<file path="src/rtl/msrv32_irq_arbiter.sv">
// msrv32_irq_arbiter: edge-captured, masked external-interrupt arbiter with claim/complete handshake.
// Optional round-robin priority when IRQ_ARB_RR_PRIORITY_EN is defined (fixed lowest-index otherwise).
module msrv32_irq_arbiter #(
    parameter int NUM_SRC = 8,
    parameter int ID_W    = 4
) (
    input  logic               ms_riscv32_mp_clk_in,
    input  logic               ms_riscv32_mp_rst_in,
    input  logic [NUM_SRC-1:0] src_in,
    input  logic               enable_we_in,
    input  logic [NUM_SRC-1:0] enable_wdata_in,
    output logic [NUM_SRC-1:0] enable_out,
    output logic [NUM_SRC-1:0] pending_out,
    input  logic               claim_in,
    output logic               claim_ack_out,
    output logic [ID_W-1:0]    claim_id_out,
    input  logic               complete_in,
    input  logic [ID_W-1:0]    complete_id_in,
    output logic               eirq_out,
    output logic               busy_out
);
    typedef enum logic [1:0] {IDLE, ARMED, SERVICE} state_t;
    state_t             state_q;
    logic [NUM_SRC-1:0] src_q, pending_q, pending_d, enable_q, eligible, rise, clr;
    logic [ID_W-1:0]    claim_id_q, service_id_q, win_idx, win_id;
    logic               claim_ack_q, eirq_q, busy_q, any_elig, claim_ok;
`ifdef IRQ_ARB_RR_PRIORITY_EN
    logic [ID_W-1:0]    ptr_q;
`endif
    assign enable_out    = enable_q;
    assign pending_out   = pending_q;
    assign claim_ack_out = claim_ack_q;
    assign claim_id_out  = claim_id_q;
    assign eirq_out      = eirq_q;
    assign busy_out      = busy_q;
    // Edge detect, eligibility, winner select and pending next-state (a new rise beats a claim clear)
    always_comb begin
        rise     = src_in & ~src_q;
        eligible = pending_q & enable_q;
        any_elig = |eligible;
        win_idx  = '0;
`ifdef IRQ_ARB_RR_PRIORITY_EN
        for (int j = NUM_SRC - 1; j >= 0; j--)
            if (eligible[(int'(ptr_q) + j) % NUM_SRC]) win_idx = ID_W'((int'(ptr_q) + j) % NUM_SRC);
`else
        for (int i = NUM_SRC - 1; i >= 0; i--)
            if (eligible[i]) win_idx = ID_W'(i);
`endif
        win_id    = win_idx + 1'b1;
        claim_ok  = claim_in && state_q == ARMED && any_elig;
        clr       = claim_ok ? (NUM_SRC'(1) << win_idx) : '0;
        pending_d = (pending_q & ~clr) | rise;
    end
    // Capture, mask, claim/complete state machine with registered outputs
    always_ff @(posedge ms_riscv32_mp_clk_in) begin
        if (ms_riscv32_mp_rst_in) begin
            // A line already high during reset is not treated as a fresh edge afterwards
            src_q        <= src_in;
            pending_q    <= '0;
            enable_q     <= '0;
            claim_id_q   <= '0;
            claim_ack_q  <= 1'b0;
            eirq_q       <= 1'b0;
            busy_q       <= 1'b0;
            service_id_q <= '0;
            state_q      <= IDLE;
`ifdef IRQ_ARB_RR_PRIORITY_EN
            ptr_q        <= '0;
`endif
        end else begin
            src_q       <= src_in;
            pending_q   <= pending_d;
            claim_ack_q <= claim_in;
            if (enable_we_in) enable_q <= enable_wdata_in;
            if (claim_in) claim_id_q <= claim_ok ? win_id : '0;
            case (state_q)
                IDLE: begin
                    state_q <= any_elig ? ARMED : IDLE;
                    eirq_q  <= any_elig;
                    busy_q  <= 1'b0;
                end
                ARMED: begin
                    if (claim_ok) begin
                        state_q      <= SERVICE;
                        service_id_q <= win_id;
                        eirq_q       <= 1'b0;
                        busy_q       <= 1'b1;
`ifdef IRQ_ARB_RR_PRIORITY_EN
                        ptr_q        <= (win_idx == ID_W'(NUM_SRC - 1)) ? '0 : win_idx + 1'b1;
`endif
                    end else begin
                        state_q <= any_elig ? ARMED : IDLE;
                        eirq_q  <= any_elig;
                        busy_q  <= 1'b0;
                    end
                end
                SERVICE: begin
                    eirq_q <= 1'b0;
                    if (complete_in && complete_id_in == service_id_q) begin
                        state_q      <= IDLE;
                        service_id_q <= '0;
                        busy_q       <= 1'b0;
                    end else begin
                        busy_q <= 1'b1;
                    end
                end
                default: begin
                    state_q <= IDLE;
                    eirq_q  <= 1'b0;
                    busy_q  <= 1'b0;
                end
            endcase
        end
    end
endmodule

</file>
<file path="config.mk">
export PLATFORM = sky130hd
export DESIGN_NAME = msrv32_irq_arbiter
export DESIGN_NICKNAME = d
export VERILOG_FILES = /design/src/rtl/msrv32_irq_arbiter.sv
export SDC_FILE = /design/constraint.sdc
export NUM_CORES = 1
export LEC_CHECK = 0
export CAP_MARGIN = 10
export CORE_ASPECT_RATIO = 0.8
export CORE_MARGIN = 1.5
export CORE_UTILIZATION = 49
export DETAILED_ROUTE_END_ITERATION = 12
export PLACE_DENSITY = 0.88
export SLEW_MARGIN = 25
export SYNTH_ARGS = -nofsm -noshare
export SYNTH_HDL_FRONTEND = slang
export SYNTH_SLANG_ARGS = --single-unit
</file>
<file path="constraint.sdc">
create_clock -name ms_riscv32_mp_clk_in -period 4 [get_ports ms_riscv32_mp_clk_in]
set_clock_uncertainty 0.05 [all_clocks]
set_input_delay 1 -clock ms_riscv32_mp_clk_in [delete_from_list [all_inputs] [get_ports ms_riscv32_mp_clk_in]]
set_output_delay 1 -clock ms_riscv32_mp_clk_in [all_outputs]
set_load 0.02 [all_outputs]
</file>
==> run_summary.xml <==
<?xml version="1.0" encoding="UTF-8"?>
<metrics>
  <group name="power_and_ir_drop">
    <metric name="total_power" unit="uW">779</metric>
    <metric name="power_per_cell_area" unit="mW/mm^2">361</metric>
    <metric name="power.leakage" unit="nW">0.856</metric>
    <metric name="worst_ir_drop_on_vdd" unit="V">0.000255</metric>
  </group>
  <group name="finish">
    <metric name="final_area" unit="sq mm">0.00216</metric>
    <metric name="antenna-diode-count" unit="">0</metric>
    <metric name="fillerInstances" unit="">261</metric>
    <metric name="num-nets-final" unit="">251</metric>
    <metric name="layout.core_utilization" unit="%">70.4</metric>
    <metric name="top_library_cells_by_usage_in_the_layout_fill_and_taps_aside" unit="">46 x sky130_fd_sc_hd__clkdlybuf4s50_1, 37 x sky130_fd_sc_hd__dfxtp_1, 22 x sky130_fd_sc_hd__nor2_1, 21 x sky130_fd_sc_hd__nand2_1, 15 x sky130_fd_sc_hd__a21oi_1</metric>
    <metric name="syn_to_final_growth" unit="%">38.0</metric>
    <metric name="layout.cells.most_common" unit="">sky130_fd_sc_hd__clkdlybuf4s50_1</metric>
    <metric name="drive_above_1_share" unit="%">5.45</metric>
  </group>
  <group name="worst_hold_path">
    <metric name="hold_path.class" unit="">reg2reg</metric>
  </group>
  <group name="worst_setup_path">
    <metric name="critical_path.slowest_cell" unit="">sky130_fd_sc_hd__clkdlybuf4s50_1</metric>
    <metric name="critical_path_cell_count" unit="">1</metric>
    <metric name="cp-endpoint" unit="">pending_out[5]</metric>
    <metric name="timing.critical_path.cells" unit="">clkdlybuf4s50_1</metric>
    <metric name="cp.required" unit="ns">2.95</metric>
    <metric name="worst_stage_delay_on_the_critical_path" unit="ns">0.65</metric>
    <metric name="endpoint_kind" unit="">primary output</metric>
    <metric name="reg2reg_setup_slack" unit="ns">1.76</metric>
    <metric name="cp_top_family" unit="">buffers and inverters</metric>
    <metric name="critPathLaunch" unit="">pending_out[5]$_SDFF_PP0_</metric>
    <metric name="cp.arrival" unit="ns">1.38</metric>
    <metric name="critical_path.max_fanout" unit="">6</metric>
    <metric name="worstSetupPathType" unit="">reg2out</metric>
    <metric name="reg2reg_from" unit="">pending_out[2]$_SDFF_PP0_</metric>
    <metric name="worstSetupStartpointType" unit="">flip-flop</metric>
    <metric name="critPathBufInv" unit="">1</metric>
    <metric name="r2r_end" unit="">service_id_q[3]$_SDFFE_PP0P_</metric>
    <metric name="reg2regPathDepth" unit="">5</metric>
  </group>
  <group name="sta">
    <metric name="hold_slack" unit="ns">0.422</metric>
    <metric name="final_period_minus_worst_setup_slack" unit="ns">2.43</metric>
    <metric name="finalHoldViolations" unit="">0</metric>
    <metric name="slew_headroom" unit="%">36.9</metric>
    <metric name="report.final.setup_viol" unit="">0</metric>
    <metric name="tightest_slew" unit="ns">0.947</metric>
    <metric name="fin_tns_setup" unit="ns">0</metric>
    <metric name="grt_setup_unrepaired" unit="">no</metric>
    <metric name="clock.fmax" unit="GHz">0.412</metric>
    <metric name="portion_of_the_clock_cycle_consumed_by_the_worst_path_in_the_final_layout" unit="%">60.7</metric>
    <metric name="slew_viol_final" unit="">0</metric>
  </group>
  <group name="clock_tree">
    <metric name="post_cts.repair.setup_buffers" unit="">0</metric>
    <metric name="clk_transition_reported_paths" unit="ns">0.07</metric>
    <metric name="cts_htree_levels" unit="">2</metric>
    <metric name="postCtsHoldBufs" unit="">0</metric>
    <metric name="clock_net_sink_count" unit="">37</metric>
    <metric name="clock_insertion_delay_worst_skew" unit="ns">0.29</metric>
    <metric name="cts-buffers-inserted" unit="">5</metric>
    <metric name="cts_repair_resize_count" unit="">0</metric>
    <metric name="clock_tree.buffer_depth" unit="">2</metric>
    <metric name="clock_tree_from_tritoncts" unit="">built</metric>
    <metric name="cts.root.buffer_cell" unit="">sky130_fd_sc_hd__clkbuf_8</metric>
  </group>
  <group name="global_route">
    <metric name="grt_first_pass_wirelength" unit="um">5440</metric>
    <metric name="vias_in_the_first_global_route" unit="">1177</metric>
    <metric name="grt_max_degree" unit="">29</metric>
    <metric name="grt_use_total" unit="%">21.3</metric>
    <metric name="grt.overflow.total" unit="">0</metric>
    <metric name="grt_antenna_before_repair" unit="">0</metric>
  </group>
  <group name="logic_synthesis">
    <metric name="ys_async_sr_fraction" unit="%">0</metric>
    <metric name="synth_edf_count" unit="">0</metric>
    <metric name="postSynth.topFlopCell" unit="">sky130_fd_sc_hd__dfxtp_1</metric>
    <metric name="synth_area" unit="sq mm">0.00156</metric>
    <metric name="post_synthesis_mean_instance_area" unit="sq um">9.25</metric>
    <metric name="yosys_top_cell_area_share" unit="%">47.4</metric>
    <metric name="ys.warnings.count" unit="">0</metric>
    <metric name="number_of_distinct_standard_cells_referenced_by_the_synthesized_netlist" unit="">36</metric>
    <metric name="seq_area_frac_synth" unit="%">47.4</metric>
    <metric name="netlist.top_cell.by_area" unit="">sky130_fd_sc_hd__dfxtp_1</metric>
    <metric name="netlist_top_cells_area" unit="">sky130_fd_sc_hd__dfxtp_1 47%, sky130_fd_sc_hd__mux2i_1 6.4%, sky130_fd_sc_hd__nor2_1 5.3%, sky130_fd_sc_hd__nand2_1 5.0%, sky130_fd_sc_hd__a21oi_1 4.8%</metric>
    <metric name="postSynthRegisterBits" unit="">37</metric>
    <metric name="synth_fp_nets" unit="">200</metric>
    <metric name="synthesis.instances" unit="">169</metric>
  </group>
  <group name="floorplan">
    <metric name="floorplan.initialDensity" unit="%">51.0</metric>
    <metric name="die_width" unit="um">66.1</metric>
    <metric name="core_region_area" unit="sq mm">0.00306</metric>
    <metric name="ioPinCount" unit="">48</metric>
    <metric name="dieHeight" unit="um">53.5</metric>
    <metric name="rows" unit="">18</metric>
    <metric name="die_area" unit="sq mm">0.00354</metric>
  </group>
  <group name="placement">
    <metric name="port_buffers" unit="">47</metric>
    <metric name="post-dp-hpwl" unit="um">2590</metric>
    <metric name="postPlaceCellArea" unit="sq mm">0.00208</metric>
    <metric name="gpl.final_weighted_congestion" unit="">0.948</metric>
  </group>
  <group name="status">
    <metric name="run_status" unit="">finished clean</metric>
  </group>
  <group name="drt">
    <metric name="detail_route.wirelength" unit="um">3470</metric>
    <metric name="dr.first_iter.drc_count" unit="">75</metric>
    <metric name="drcViolationCount" unit="">0</metric>
    <metric name="drt_first_pass_iters" unit="">4</metric>
    <metric name="routed_via_density" unit="">5.25</metric>
    <metric name="vias" unit="">1365</metric>
    <metric name="wl_per_cell" unit="um">13.4</metric>
    <metric name="antenna_violating_nets_post_route" unit="">0</metric>
  </group>
  <group name="run">
    <metric name="max_cap_violations" unit="">0</metric>
  </group>
</metrics>
==> cell type report <==
class                   count  area (sq um)  share of cell area, %
clock buffers               7          86.3                   4.00
inverters                   8          30.0                   1.39
multi-input cells         120           777                   36.0
flip-flops and latches     37           741                   34.3
well taps                  40          50.0                   2.32
repair buffers             48           473                   21.9
==> state kept, by name, indices dropped and copies added, names as in the netlist <==
name and count:
enable_out 8, pending_out 8, src_q 8, claim_id_out 4
service_id_q 4, state_q 2, busy_out 1, claim_ack_out 1
eirq_out 1
==> kinds of logic after synthesis <==
logic type / count (synthesis) / synth area share [%]
flip-flops: 37 / 47.4
buffers and inverters: 12 / 2.88
AO/OA/AOI/OAI: 39 / 18.4
multiplexers: 10 / 6.41
XOR/XNOR: 4 / 2.24
AND/OR/NAND/NOR: 61 / 17.9
adder cells (fa/ha/maj): 6 / 4.80
==> where the power goes <==
group	switching [mW]	total [mW]	internal, mW
clock	0.118	0.255	0.136
combinational	0.0564	0.120	0.0640
sequential	0.0171	0.403	0.386
==> worst min path at each step <==
| stage | slack [ns] | to | cells past startpoint | from |
|---|---|---|---|---|
| 2_1_floorplan | 0.40 | service_id_q[2]$_SDFFE_PP0P_ | 1 | service_id_q[2]$_SDFFE_PP0P_ |
| 3_3_place_gp | 0.40 | claim_id_out[2]$_SDFFE_PP0P_ | 2 | claim_id_out[2]$_SDFFE_PP0P_ |
| 3_5_place_dp | 0.41 | claim_id_out[3]$_SDFFE_PP0P_ | 2 | claim_id_out[3]$_SDFFE_PP0P_ |
| 4_1_cts | 0.42 | claim_id_out[3]$_SDFFE_PP0P_ | 2 | claim_id_out[3]$_SDFFE_PP0P_ |
| 5_1_grt | 0.43 | claim_id_out[3]$_SDFFE_PP0P_ | 2 | claim_id_out[3]$_SDFFE_PP0P_ |
| 6_report | 0.42 | claim_id_out[3]$_SDFFE_PP0P_ | 2 | claim_id_out[3]$_SDFFE_PP0P_ |
==> per-stage QoR <==
stage / cells / worst slack (ns)
floorplan: 169 / 1.58
global placement: 253 / 1.44
detailed placement: 253 / 1.39
CTS: 260 / 1.57
global route: 260 / 1.53
finish: 260 / 1.57
==> per-layer routing <==
layer | vias up | track usage (%) | share of wire, %
li1 | 687 | - | -
met1 | 617 | 28.3 | 49
met2 | 53 | 31.7 | 43
met3 | 8 | 5.74 | 6.6
met4 | 0 | 11.2 | 1.9
met5 | - | 0 | 0
==> synthesized netlist by cell type (2+ instances only) <==
master / number
sky130_fd_sc_hd__ha_1: 6
sky130_fd_sc_hd__inv_1: 8
sky130_fd_sc_hd__nor2_1: 22
sky130_fd_sc_hd__mux2i_1: 10
sky130_fd_sc_hd__o2bb2ai_1: 3
sky130_fd_sc_hd__nor2b_1: 9
sky130_fd_sc_hd__a21oi_2: 2
sky130_fd_sc_hd__nand2_1: 21
sky130_fd_sc_hd__xor2_1: 3
sky130_fd_sc_hd__a22o_1: 3
sky130_fd_sc_hd__clkbuf_1: 4
sky130_fd_sc_hd__a22oi_1: 3
sky130_fd_sc_hd__nand2b_1: 2
sky130_fd_sc_hd__a21oi_1: 15
sky130_fd_sc_hd__dfxtp_1: 37
Power figures use the tool's default switching activity.
